==> config.mk <==
export PLATFORM = sky130hd
export DESIGN_NAME = uart_tx_mmap
export DESIGN_NICKNAME = d
export VERILOG_FILES = /design/src/rtl/uart_pkg.sv /design/src/rtl/sync_fifo.sv /design/src/rtl/uart_tx_mmap.sv
export SDC_FILE = /design/constraint.sdc
export NUM_CORES = 1
export LEC_CHECK = 0
export CORE_ASPECT_RATIO = 1.2
export CORE_UTILIZATION = 45
export CTS_CLUSTER_SIZE = 40
export DETAILED_ROUTE_END_ITERATION = 8
export PLACE_DENSITY = 0.72
export SLEW_MARGIN = 10
export SYNTH_ARGS = -nofsm -noshare
export SYNTH_HDL_FRONTEND = slang
export SYNTH_SLANG_ARGS = --single-unit
==> constraint.sdc <==
create_clock -name clk -period 6.1 [get_ports clk]
set_input_delay 1.22 -clock clk [delete_from_list [all_inputs] [get_ports clk]]
set_output_delay 1.22 -clock clk [all_outputs]
set_load 0.1 [all_outputs]
==> src/rtl/uart_pkg.sv <==
// Shared types and register map for the memory-mapped UART transmitter.
// Latency: none (definitions only).
// Backpressure: none (definitions only).
package uart_pkg;

    // Transmit FSM states: one start bit, eight data bits, one stop bit
    typedef enum logic [1:0] {
        IDLE  = 2'd0,
        START = 2'd1,
        DATA  = 2'd2,
        STOP  = 2'd3
    } uart_state_t;

    // Word offsets selected by addr[2]
    localparam logic UART_REG_TXDATA = 1'b0;
    localparam logic UART_REG_STATUS = 1'b1;

    // STATUS word layout
    localparam int ST_FULL      = 0;
    localparam int ST_IDLE      = 1;
    localparam int ST_OVF       = 2;
    localparam int ST_COUNT_LSB = 8;
    localparam int ST_COUNT_W   = 8;

endpackage

==> src/rtl/sync_fifo.sv <==
// Single-clock FIFO with registered occupancy count; dout shows the head entry.
// Latency: a push is visible at dout/count after the next rising edge.
// Backpressure: push ignored when full, pop ignored when empty; push+pop together keep count.
module sync_fifo #(
    parameter int WIDTH = 8,
    parameter int DEPTH = 8
) (
    input  logic                     clk,
    input  logic                     reset,
    input  logic                     push,
    input  logic [WIDTH-1:0]         din,
    input  logic                     pop,
    output logic [WIDTH-1:0]         dout,
    output logic                     full,
    output logic                     empty,
    output logic [$clog2(DEPTH):0]   count
);

    localparam int AW = $clog2(DEPTH);
    localparam int CW = AW + 1;

    logic [WIDTH-1:0] mem_q [DEPTH];
    logic [WIDTH-1:0] mem_d [DEPTH];
    logic [AW-1:0]    wr_ptr_q, wr_ptr_d;
    logic [AW-1:0]    rd_ptr_q, rd_ptr_d;
    logic [CW-1:0]    count_q, count_d;
    logic             do_push;
    logic             do_pop;

    assign full    = (count_q == CW'(DEPTH));
    assign empty   = (count_q == '0);
    assign count   = count_q;
    assign dout    = mem_q[rd_ptr_q];
    assign do_push = push && !full;
    assign do_pop  = pop && !empty;

    // Next pointers, count and storage contents
    always_comb begin
        mem_d    = mem_q;
        wr_ptr_d = wr_ptr_q;
        rd_ptr_d = rd_ptr_q;
        count_d  = count_q;
        if (do_push) begin
            mem_d[wr_ptr_q] = din;
            wr_ptr_d        = wr_ptr_q + AW'(1);
        end
        if (do_pop) begin
            rd_ptr_d = rd_ptr_q + AW'(1);
        end
        case ({do_push, do_pop})
            2'b10:   count_d = count_q + CW'(1);
            2'b01:   count_d = count_q - CW'(1);
            default: count_d = count_q;
        endcase
    end

    // Pointer and count registers; reset empties the FIFO
    always_ff @(posedge clk) begin
        if (reset) begin
            wr_ptr_q <= '0;
            rd_ptr_q <= '0;
            count_q  <= '0;
        end else begin
            wr_ptr_q <= wr_ptr_d;
            rd_ptr_q <= rd_ptr_d;
            count_q  <= count_d;
        end
    end

    // Storage needs no reset: entries are only read once written
    always_ff @(posedge clk) begin
        mem_q <= mem_d;
    end

endmodule

==> src/rtl/uart_tx_mmap.sv <==
// Memory-mapped 8N1 UART transmitter: CPU writes bytes into a FIFO, FSM serialises them on tx.
// Latency: TXDATA write at edge E0 with the FSM idle drops tx after edge E1; frame = 10*CLK_DIV cycles.
// Backpressure: software polls STATUS.full; a write while full is dropped and sets sticky overflow.
module uart_tx_mmap
    import uart_pkg::*;
#(
    parameter int CLK_DIV    = 868,
    parameter int FIFO_DEPTH = 8
) (
    input  logic        clk,
    input  logic        reset,
    input  logic [31:2] addr,
    input  logic        re,
    output logic [31:0] rd,
    input  logic        we,
    input  logic [31:0] wd,
    output logic        tx,
    output logic        tx_idle
);

    localparam int CNT_W = $clog2(CLK_DIV);
    localparam int FCW   = $clog2(FIFO_DEPTH) + 1;
    localparam logic [CNT_W-1:0] CNT_RELOAD = CNT_W'(CLK_DIV - 1);

    if (CLK_DIV < 2) begin : g_bad_clk_div
        $error("uart_tx_mmap: CLK_DIV must be at least 2");
    end
    if (FIFO_DEPTH < 2 || (FIFO_DEPTH & (FIFO_DEPTH - 1)) != 0) begin : g_bad_depth
        $error("uart_tx_mmap: FIFO_DEPTH must be a power of two, at least 2");
    end

    uart_state_t      state_q, state_d;
    logic             tx_q, tx_d;
    logic [CNT_W-1:0] cnt_q, cnt_d;
    logic [2:0]       idx_q, idx_d;
    logic [7:0]       shift_q, shift_d;
    logic             ovf_q, ovf_d;

    logic             wr_txdata;
    logic             wr_status;
    logic             fifo_push;
    logic             fifo_pop;
    logic [7:0]       fifo_dout;
    logic             fifo_full;
    logic             fifo_empty;
    logic [FCW-1:0]   fifo_count;
    logic             cnt_zero;
    logic [31:0]      status;

    // Upper address bits and upper data bits carry no meaning for this device
    logic unused_bits;
    assign unused_bits = ^{addr[31:3], wd[31:8]};

    assign wr_txdata = we && (addr[2] == UART_REG_TXDATA);
    assign wr_status = we && (addr[2] == UART_REG_STATUS);
    // Full is judged on the registered count, so a same-cycle pop never rescues a push
    assign fifo_push = wr_txdata && !fifo_full;
    assign cnt_zero  = (cnt_q == '0);

    sync_fifo #(
        .WIDTH (8),
        .DEPTH (FIFO_DEPTH)
    ) u_fifo (
        .clk   (clk),
        .reset (reset),
        .push  (fifo_push),
        .din   (wd[7:0]),
        .pop   (fifo_pop),
        .dout  (fifo_dout),
        .full  (fifo_full),
        .empty (fifo_empty),
        .count (fifo_count)
    );

    // Sticky overflow: set by a dropped push, cleared by writing STATUS bit 2
    always_comb begin
        ovf_d = ovf_q;
        if (wr_txdata && fifo_full) begin
            ovf_d = 1'b1;
        end else if (wr_status && wd[ST_OVF]) begin
            ovf_d = 1'b0;
        end
    end

    // STATUS word assembled from registered state only
    always_comb begin
        status                                = '0;
        status[ST_FULL]                       = fifo_full;
        status[ST_IDLE]                       = tx_idle;
        status[ST_OVF]                        = ovf_q;
        status[ST_COUNT_LSB +: ST_COUNT_W]    = ST_COUNT_W'(fifo_count);
    end

    // Read mux: TXDATA reads as zero, and nothing is driven without re
    always_comb begin
        rd = '0;
        if (re && (addr[2] == UART_REG_STATUS)) begin
            rd = status;
        end
    end

    // State register plus all datapath flops; reset aborts any frame in flight
    always_ff @(posedge clk) begin
        if (reset) begin
            state_q <= IDLE;
            tx_q    <= 1'b1;
            cnt_q   <= '0;
            idx_q   <= '0;
            shift_q <= '0;
            ovf_q   <= 1'b0;
        end else begin
            state_q <= state_d;
            tx_q    <= tx_d;
            cnt_q   <= cnt_d;
            idx_q   <= idx_d;
            shift_q <= shift_d;
            ovf_q   <= ovf_d;
        end
    end

    // Next-state logic: each bit period ends when the baud counter hits zero
    always_comb begin
        state_d = state_q;
        case (state_q)
            IDLE: begin
                if (!fifo_empty) state_d = START;
            end
            START: begin
                if (cnt_zero) state_d = DATA;
            end
            DATA: begin
                if (cnt_zero && (idx_q == 3'd7)) state_d = STOP;
            end
            STOP: begin
                if (cnt_zero) state_d = fifo_empty ? IDLE : START;
            end
            default: state_d = IDLE;
        endcase
    end

    // Output/datapath logic: pop, shifter, bit index, baud counter and registered tx
    always_comb begin
        fifo_pop = 1'b0;
        tx_d     = tx_q;
        cnt_d    = cnt_q;
        idx_d    = idx_q;
        shift_d  = shift_q;
        case (state_q)
            IDLE: begin
                tx_d = 1'b1;
                if (!fifo_empty) begin
                    fifo_pop = 1'b1;
                    shift_d  = fifo_dout;
                    tx_d     = 1'b0;
                    cnt_d    = CNT_RELOAD;
                end
            end
            START: begin
                if (cnt_zero) begin
                    tx_d  = shift_q[0];
                    cnt_d = CNT_RELOAD;
                    idx_d = 3'd0;
                end else begin
                    cnt_d = cnt_q - CNT_W'(1);
                end
            end
            DATA: begin
                if (cnt_zero) begin
                    cnt_d = CNT_RELOAD;
                    if (idx_q == 3'd7) begin
                        tx_d = 1'b1;
                    end else begin
                        idx_d   = idx_q + 3'd1;
                        shift_d = {1'b0, shift_q[7:1]};
                        tx_d    = shift_q[1];
                    end
                end else begin
                    cnt_d = cnt_q - CNT_W'(1);
                end
            end
            STOP: begin
                if (cnt_zero) begin
                    // Chain straight into the next start bit when more data is queued
                    if (!fifo_empty) begin
                        fifo_pop = 1'b1;
                        shift_d  = fifo_dout;
                        tx_d     = 1'b0;
                        cnt_d    = CNT_RELOAD;
                    end
                end else begin
                    cnt_d = cnt_q - CNT_W'(1);
                end
            end
            default: begin
                tx_d = 1'b1;
            end
        endcase
    end

    assign tx      = tx_q;
    assign tx_idle = fifo_empty && (state_q == IDLE);

endmodule
Word level (Yosys, flattened, before mapping):

Index checks and enable logic that the tools add are counted.
Widths: inputs -> output; s select.

* output and inout bits: 34
* bits in registers: 99
* input bits: 66
* word-level logic and storage cells: 107

* eq/ne operators: 14
* reductions and logical operators: 25
* $lt $le $gt $ge: 3
* $add $sub $neg: 6
* mux-type cells: 39
* bitwise gates (word level): 3

Operator list (count)
* $bwmux 64: 1
* $mux 8: 7
* $mux 10: 3
* $pmux 10 s3: 1
* $bmux 8 s3: 1
* $demux 8 s3: 1
* $pmux 8 s3: 1
* $reduce_and 4->1: 4
* $ne 2x2->1 const B: 7
* $mux 12: 1
* $logic_and 1x1->1: 11
* $mux 1: 11
* $logic_not 10->1: 1
* $sub 10x1->10 const B: 1
* $add 3x1->3 const B: 3
* $mux 3: 3
* $ge 4x4->1 const B: 2
* $mux 2: 4
* $not 3->4: 2
* $pmux 2 s4: 1
* $pmux 4 s2: 1
* $eq 2x2->1 const B: 3
* $pmux 3 s2: 1
* $reduce_bool 2->1: 3
* other kinds (14): 16

Depth between registers and ports, before layout:

Gate-level depths: netlist (run 1).

* depth after elaboration: 7
* mapped depth: 13
* gate-level depth less buffers: 12

Cells and area by module:

A second synthesis (run 1) with hierarchy kept.

* cell total of the unflattened synthesis: 384
* area total of the unflattened synthesis: 4909.7 µm²

By module, submodules not included
* sync_fifo: times used 1, cells each 163, area each 3057.9 µm², sequential area each 2122.0 µm²
* uart_tx_mmap: times used 1, cells each 221, area each 1851.8 µm², sequential area each 500.5 µm²

Worst setup path before layout (run 1):

OpenSTA, ideal clock, no wires.

* kind: flip-flop to output port
* from: register u_fifo.count_q[1] (netlist: u_fifo.count[1])
* to: output port rd[1]
* arrival: 2.819 ns
* data required time: 4.880 ns
* cell stages (with the launch flop): 5
* setup slack: 2.061 ns
* buffers on the path: 1
* cell sequence: dfxtp_1 -> clkbuf_1 -> nor4_4 -> and2_1 -> and3_1

* cells in the longest elaborated chain, start to end: 3

RTL lines
* start, declared: RTL line sync_fifo.sv:26 `logic [CW-1:0] count_q, count_d;`
* start signal, assigned: RTL line sync_fifo.sv:66 `count_q <= count_d;`
* $logic_not 4->1: RTL line sync_fifo.sv:31 `assign empty = (count_q == '0);`
* $logic_and 1x1->1: RTL line uart_tx_mmap.sv:201 `assign tx_idle = fifo_empty && (state_q == IDLE);`
* net tx_idle: RTL line uart_tx_mmap.sv:18 `output logic tx_idle`
* $mux 12: RTL line uart_tx_mmap.sv:97 `if (re && (addr[2] == UART_REG_STATUS)) begin`
* end, declared: RTL line uart_tx_mmap.sv:14 `output logic [31:0] rd,`

The timed path passes the listed nets, and every way through them passes these cells.

Worst setup path after layout (run 1):

* from: input port addr[2] in the netlist's numbering
* to: output port rd[9]

* cells in the longest elaborated chain, start to end: 2

RTL lines
* start, declared: RTL line uart_tx_mmap.sv:12 `input logic [31:2] addr,`
* $logic_and 1x1->1: RTL line uart_tx_mmap.sv:97
* $mux 12: RTL line uart_tx_mmap.sv:97

Every way passes these cells.

==> results of run 1 <==
flip-flops by register name, indices dropped and copies added (netlist names):
register / flops
tx: 1
cnt_q: 10
u_fifo.wr_ptr_q: 3
u_fifo.rd_ptr_q: 3
state_q: 2
idx_q: 3
shift_q: 8
ovf_q: 1
u_fifo.mem_q: 64
u_fifo.count: 4
tightest hold or removal path: stages, from the launching register on:
cell,delay [ns]
dfxtp_1,0.32
nand2_1,0.05
a21oi_1,0.05
per-stage QoR:
stage               cells  setup slack (ns)
global route          532              1.68
detailed placement    516              1.75
CTS                   532              1.75
global placement      516              1.77
floorplan             409              2.06
finish                532              1.75
how the worst min path moves through the flow:
stage                    start          to  slack [ns]
floorplan           shift_q[7]  shift_q[7]        0.44
global placement    shift_q[7]  shift_q[7]        0.45
detailed placement  shift_q[7]  shift_q[7]        0.46
CTS                 shift_q[7]  shift_q[7]        0.47
global route        shift_q[3]  shift_q[3]        0.50
finish              shift_q[7]  shift_q[7]        0.47
cells in the mapped netlist, drive strengths merged (4+ instances only):
cell type,number,share of area (%)
nand3,14,1.7
xor2,4,0.73
nor2,35,2.7
a21oi,20,2.1
edfxtp,64,40
and2,4,0.52
buf,32,4.8
or3,4,0.52
mux2i,5,1.0
xnor2,4,0.73
o41ai,7,1.6
nor3,8,1.3
nand2,20,1.6
nor2b,4,0.52
inv,8,0.63
ha,14,3.7
a31oi,4,0.52
mux4,16,7.5
clkbuf,11,0.86
o21ai,11,1.3
and3,7,0.91
o22ai,9,1.2
nand2b,7,0.91
dfxtp,35,15
power breakdown:
group,switching (mW),internal (mW),leakage [nW]
clock network,0.263,0.287,0.143
logic,0.638,0.349,0.854
registers,0.0883,0.777,0.864
placed cells by master, fill, tap and decap left out, drive strengths merged, types with 5 or more instances in the layout:
master	count
mux2i	5
nand3	14
and3	7
nor3	8
edfxtp	64
o22ai	9
a21oi	20
nand2	20
nand2b	7
ha	14
inv	12
clkbuf	9
o41ai	7
nor2	35
dfxtp	35
o21ai	11
clkdlybuf4s50	21
mux4	16
conb	25
layer usage:
metal / vias up / GRT usage, % / wire, um
met4: 0 / 8.76 / 162
met2: 69 / 30.0 / 4630
met5: - / 0 / 0
met1: 1469 / 20.8 / 3630
met3: 12 / 2.58 / 295
li1: 1434 / - / -
logic make-up after synthesis:
group | count (synthesis) | synth area share [%]
fa+ha+maj | 14 | 3.66
mux | 22 | 8.80
xor+xnor | 8 | 1.46
other cells | 1 | 0.0783
flops | 99 | 54.7
simple gates | 119 | 14.1
compound gates | 71 | 10.9
buf+inv | 51 | 6.32
final cells by class:
class / instances / area [sq um] / area share (%)
Tap cell: 126 / 158 / 2.98
Clock buffer: 9 / 225 / 4.26
Multi-Input combinational cell: 259 / 1960 / 37.0
Timing Repair Buffer: 24 / 233 / 4.40
Sequential cell: 99 / 2620 / 49.6
Inverter: 8 / 30.0 / 0.568
Clock inverter: 7 / 66.3 / 1.25
==> impl_metrics.ini, run 1 <==
[die]
num_rows = 40
core_sq_um = 10200
ioPinCount = 100
die_h_um = 115
fp.dieArea_sq_um = 11100
die_x_um = 96.2
start_util_pct = 47.2

[cts]
cts_tree = built
clock_latency_ns = 0.35
htree_levels = 3
postCtsSetupBuffers = 0
hold_buffers = 0
root_buffer = clkbuf_16
cts_made_buffers = 9
clkTransAtPathRegs_ns = 0.07
cts.sinks = 99
ctsResizeCount = 0
clockBufferDepth = 2

[timing]
fmax_ghz = 0.230
worst_pin_slew_ns = 1.07
finClkSkew_ns = 0.00956
finalSetupViolations = 0
fin_crit_ns = 4.35
fin_crit_sh_pct = 71.3
final-max-slew-violation-count = 0
slew-limit-headroom_pct = 28.9
hold_violations = 0
hold_slack_ns = 0.466
rsz0062_at_grt = false
finalSetupTns_ns = 0

[logic_synthesis]
synthCells = 385
syn_area_sq_um = 4790
yosys_register_bits = 99
synth_ff_type = edfxtp_1
synth_edf_count = 64
synthArstFlopShare_pct = 0
syn_avg_cell_area_sq_um = 12.4
yosysWarnings = 0
synth_cell_type_count = 57
ys_seq_area_share_pct = 54.7

[critical_path]
reg2reg_slack_ns = 2.92
reg2regPathDepth = 12
arrival_ns = 3.13
max_stage_delay_ns = 1.13
critPathSlowestCell = clkdlybuf4s50_1
crit_fanout = 9
cp_common_cell = clkdlybuf4s50_1
cp-start-kind = input port
endpoint_kind = primary output
setup.worst_path.end = rd[9]
path_delay_family = buffers and inverters
cp_num_cells = 3
path_class = input port to primary output
setup.worst_path.start = addr[2]
path_cells = clkdlybuf4s50_1 > and3_1 > clkdlybuf4s50_1
critPathBufInv = 2
reg2reg_to = u_fifo.count[2]
required_ns = 4.88
r2r-start = cnt_q[0]

[global_route]
grt_pass1_vias = 2791
gr-total-overflow = 0
track_usage_pct = 17.4
antenna_found_initial = 0
grt_start_max_net_pins = 34
grt_pass1_wl_um = 14100

[routing]
via_per_inst = 5.61
drt_iter0_markers = 172
wl_per_cell_um = 16.4
wl_um = 8710
ant_nets = 0
drc = 0
drt-pass1-iter-count = 4
num_vias = 2984

[cells_and_area]
fillers = 861
finish.instance_area_sq_um = 5290
drive_gt1_share_pct = 12.8
area_growth_pct = 10.4
nets = 481
antenna_cells = 0
final_core_util_pct = 52.1

[placement]
routabilityCongestion = 0.815
dpl_cell_area_sq_um = 5000
dpl.hpwl_um = 5800
io_buffer_count = 21

[power_and_ir_drop]
total_power_mw = 2.40
power.leakage_nw = 1.86
peakVddDrop_v = 0.000188
p_per_area_nw_per_um2 = 454

[min_path]
hold_class = flip-flop to flip-flop
holdPathStages = 2

[run_status]
status = finished clean

[run]
drv_cap = 0
(Power assumes the default switching activity.)
==> run 2: changes to the inputs <==
PLACE_DENSITY = 0.75   (was 0.72)
clock period = 4 ns   (was 6.1 ns; I/O delays follow)
==> run 2 against run 1 <==
Compared with the run above: power up 53%; first-iteration DRC count shrank 2.3%; setup slack got worse by 0.85 ns; non-clock buffer count up 8; critical path type is now input port to flip-flop.
==> impl_metrics.ini, run 2 (synthesis gave the netlist of run 1 again) <==
[placement]
dp_cells = 524
pre_cts_ws_ns = 0.555
routabilityCongestion = 0.886
dpl.hpwl_um = 5920
dpl_cell_area_sq_um = 5040
io_buffer_count = 21

[min_path]
holdPathStages = 2
hold_path_end = shift_q[7]
worstHoldStart = shift_q[7]
hold_class = flip-flop to flip-flop

[run]
drv_cap = 0

[cells_and_area]
antenna_cells = 0
regMostFlops = u_fifo.mem_q
largestRegisters = u_fifo.mem_q x64, cnt_q x10, shift_q x8
fin_cells = 540
final_cell_mix = edfxtp_1 (64), nor2_1 (35), dfxtp_1 (35)
fillers = 829
ff_latch_area_sq_um = 2620
drive_gt1_share_pct = 16.4
largest_reg_flops = 64
area_growth_pct = 11.2
multi_input_area_sq_um = 1960
final_core_util_pct = 52.4
nets = 489
final_common_cell = edfxtp_1
finish.instance_area_sq_um = 5330

[critical_path]
path_cells = clkdlybuf4s50_1 > nor3b_1 > inv_1 > ha_1 > xor2_1 > ha_1 > a21oi_1 > xor2_1 > or3_1 > a21oi_1
max_stage_delay_ns = 0.58
path_delay_family = simple AND/OR/NAND/NOR gates
reg2regPathDepth = 10
r2r-start = cnt_q[2]
critPathSlowestCell = nor3b_1
crit_fanout = 9
arrival_ns = 3.38
required_ns = 4.28
endpoint_kind = flip-flop
reg2reg_to = u_fifo.count[2]
cp-start-kind = input port
path_class = input port to flip-flop
critPathBufInv = 2
reg2reg_slack_ns = 1.04
setup.worst_path.start = addr[2]

[timing]
worst_slack_ns = 0.903
finalSetupViolations = 0
final-max-slew-violation-count = 0
worst_pin_slew_ns = 0.956
fin_crit_ns = 3.10
finClkSkew_ns = 0.00951
hold_slack_ns = 0.464
hold_violations = 0
slew-limit-headroom_pct = 36.1
finalSetupTns_ns = 0
rsz0062_at_grt = false
fin_crit_sh_pct = 77.4
fmax_ghz = 0.323

[power_and_ir_drop]
p_per_area_nw_per_um2 = 691
total_power_mw = 3.68
power.leakage_nw = 1.92
peakVddDrop_v = 0.000307

[global_route]
gr-total-overflow = 0
grt_pass1_wl_um = 14400
grt_start_max_net_pins = 27
track_usage_pct = 17.5
grt_pass1_vias = 2892
antenna_found_initial = 0

[routing]
via_per_inst = 5.60
drt-pass1-iter-count = 4
wl_per_cell_um = 16.1
drc = 0
ant_nets = 0
wl_um = 8700
drt_iter0_markers = 168
num_vias = 3023

[cts]
root_buffer = clkbuf_16
clkTransAtPathRegs_ns = 0.07
ctsResizeCount = 0
clockBufferDepth = 2
postCtsSetupBuffers = 0
clock_latency_ns = 0.35
cts.sinks = 99
hold_buffers = 0
cts_made_buffers = 9
htree_levels = 3
cts_tree = built

[die]
num_rows = 40
fp.dieArea_sq_um = 11100
start_util_pct = 47.2
die_x_um = 96.2
core_sq_um = 10200
ioPinCount = 100
die_h_um = 115

[run_status]
status = finished clean
## run 2: cell count changes in the layout (fill, tap and decap cells not counted), sizes merged
cell | previous run | this run
buf | 3 | 19
clkdlybuf4s50 | 21 | 13
clkbuf | 9 | 10
inv | 12 | 11
## run 2: per-layer routing
metal / track usage (%) / wire (um)
met2: 29.8 / 4500
met5: 0 / 0
met1: 21.4 / 3780
met4: 7.06 / 161
met3: 3.70 / 262
## run 2: worst register-to-register path, stage by stage, from the launching register on
cell and delay, ns:
dfxtp_1 0.40, nor4_4 0.64, a41oi_2 0.26, nor3_4 0.32, ha_1 0.30, xor2_1 0.17
ha_1 0.16, a21oi_1 0.05, xor2_1 0.16, or3_1 0.31, a21oi_1 0.14
## run 2: power breakdown
group | switching (mW) | internal [mW] | leakage [nW] | total, mW
sequential | 0.114 | 1.18 | 0.864 | 1.30
combinational | 1.01 | 0.538 | 0.912 | 1.55
clock | 0.393 | 0.436 | 0.141 | 0.830
## run 2: worst max path at each step
stage                            to  slack (ns)  cells after the start
global route        u_fifo.count[2]        0.65                     10
floorplan                     rd[1]        0.38                      4
finish              u_fifo.count[2]        0.90                     10
detailed placement  u_fifo.count[2]        0.55                     10
global placement    u_fifo.count[2]        0.60                     10
CTS                 u_fifo.count[2]        0.91                     10
## run 2: area by class of cell
class                           count  share of cell area [%]
Timing Repair Buffer               32                    5.12
Clock inverter                      6                    1.08
Clock buffer                       10                    4.30
Sequential cell                    99                    49.2
Multi-Input combinational cell    259                    36.7
Tap cell                          126                    2.96
Inverter                            8                   0.564
==> run 3: changes to the inputs <==
PLACE_DENSITY = 0.72   (was 0.75)
clock period = 3.12 ns   (was 4 ns; I/O delays follow)
==> run 3 against run 2 <==
Compared with the run above: cell area rose by 2.7%; sequential share of layout area fell by 1.3 points; hold slack improved by 0.011 ns; utilization rose by 1.4 points; clock skew fell by 0.0019 ns; first-iteration DRC count rose by 14%; cell count rose by 0.93%; critical path depth rose by 2; global-route usage rose by 0.50 points; combinational power rose by 32%; critical path type is now flip-flop to flip-flop; largest power group unchanged.
==> impl_metrics.ini, run 3 (synthesis gave the netlist of run 1 again) <==
[run_status]
status = finished clean

[global_route]
track_usage_pct = 18.0
grt_pass1_vias = 2969
grt_pass1_wl_um = 14800
antenna_found_initial = 0
gr-total-overflow = 0
grt_start_max_net_pins = 25

[critical_path]
path_class = flip-flop to flip-flop
crit_fanout = 5
max_stage_delay_ns = 0.34
required_ns = 3.40
cp-start-kind = flip-flop
endpoint_kind = flip-flop
arrival_ns = 2.94
cp_common_cell = ha_1
reg2regPathDepth = 12
critPathSlowestCell = dfxtp_1
path_cells = inv_1 > ha_1 > nor2b_1 > a41oi_2 > nor3_4 > ha_1 > xor2_1 > ha_1 > a21oi_1 > xor2_1 > or3_1 > a21oi_1

[die]
start_util_pct = 47.2
die_h_um = 115
num_rows = 40
die_x_um = 96.2
core_sq_um = 10200
ioPinCount = 100
fp.dieArea_sq_um = 11100

[power_and_ir_drop]
pwr-share-seq_pct = 34.8
p_comb_share_pct = 42.3
p_sw_mw = 1.99
p_per_area_nw_per_um2 = 885
power.leakage_nw = 1.96
peakVddDrop_v = 0.000452
power.clock.fraction_pct = 22.9
switching_share_pct = 41.1
p_int_mw = 2.85

[cells_and_area]
antenna_cells = 0
final_common_cell = edfxtp_1
drive_gt1_share_pct = 18.1
finish.instance_area_sq_um = 5470
largest_reg_flops = 64
nets = 494
area_growth_pct = 14.1
regMostFlops = u_fifo.mem_q
final_cell_mix = edfxtp_1 (64), nor2_1 (35), dfxtp_1 (35)
largestRegisters = u_fifo.mem_q x64, cnt_q x10, shift_q x8

[cts]
ctsResizeCount = 0
clockBufferDepth = 2
postCtsSetupBuffers = 0
hold_buffers = 0
cts.sinks = 99
clock_latency_ns = 0.34
root_buffer = clkbuf_16
htree_levels = 3
cts_made_buffers = 9
cts_tree = built
clkTransAtPathRegs_ns = 0.07

[timing]
finalSetupTns_ns = 0
hold_violations = 0
finalSetupViolations = 0
worst_pin_slew_ns = 0.788
final-max-slew-violation-count = 0
rsz0062_at_grt = false
worst_slack_ns = 0.462
slew-limit-headroom_pct = 47.4
fin_crit_sh_pct = 85.2
fmax_ghz = 0.376
fin_crit_ns = 2.66
finClkSkew_ns = 0.00757

[routing]
wl_um = 8970
ant_nets = 0
via_per_inst = 5.57
drc = 0
wl_per_cell_um = 16.5
num_vias = 3035
drt-pass1-iter-count = 4
drt_iter0_markers = 191

[placement]
dpl.hpwl_um = 6330
routabilityCongestion = 0.879
dpl_cell_area_sq_um = 5160
io_buffer_count = 21
pre_cts_ws_ns = 0.215

[min_path]
hold_class = flip-flop to flip-flop
holdPathStages = 2

[run]
drv_cap = 0
==> run 3: changes by cell type in the layout (fill, tap and decap cells not counted), sizes merged <==
cell,delta
clkbuf,-1
inv,+1
buf,+6
clkinv,-2
clkdlybuf4s50,-1
clkinvlp,+2
==> run 3: stage by stage <==
step	power, mW	cells	hold slack [ns]	util [%]
6_report	4.84	545	0.476	53.8
3_5_place_dp	3.75	529	0.461	50.8
3_3_place_gp	3.68	529	0.449	50.8
4_1_cts	4.86	545	0.478	53.8
2_1_floorplan	3.33	409	0.437	-
5_1_grt	5.11	545	0.504	53.8
==> run 3: routing by layer <==
metal	routed length, um	GRT usage [%]	up-vias
met5	0	0	-
met4	157	6.97	0
met3	258	3.51	16
met2	4710	31.2	75
met1	3850	21.9	1482
li1	-	-	1462
==> run 3: layout make-up <==
| cell class | instances | area, sq um |
|---|---|---|
| Fill cell | 819 | 4690 |
| Sequential cell | 99 | 2620 |
| Multi-Input combinational cell | 259 | 1960 |
| Timing Repair Buffer | 37 | 395 |
| Clock buffer | 9 | 225 |
| Tap cell | 126 | 158 |
| Clock inverter | 7 | 78.8 |
| Inverter | 8 | 30.0 |
==> run 3: critical path: cells and delay by family (launching register included) <==
family,cells,cell delay (ns)
flip-flops,1,0.34
adder cells (fa/ha/maj),3,0.63
buffers and inverters,1,0.09
AO/OA/AOI/OAI,3,0.37
AND/OR/NAND/NOR,3,0.83
XOR/XNOR,2,0.34
==> run 3: worst paths after layout <==
path                 start         endpoint  slack [ns]
setup / recovery  cnt_q[0]  u_fifo.count[2]        0.46
hold / removal    idx_q[2]         idx_q[2]        0.48
setup reg to reg  cnt_q[0]  u_fifo.count[2]        0.46
hold reg to reg   idx_q[2]         idx_q[2]        0.48
==> run 3: power by group through the flow <==
stage                     combinational, mW  clock [mW]  sequential [mW]
after floorplan                        1.66           0             1.67
after global placement                 1.98           0             1.70
after detailed placement               2.04           0             1.71
after CTS                              2.05        1.12             1.68
after global routing                   2.22        1.19             1.71
final                                  2.05        1.11             1.68
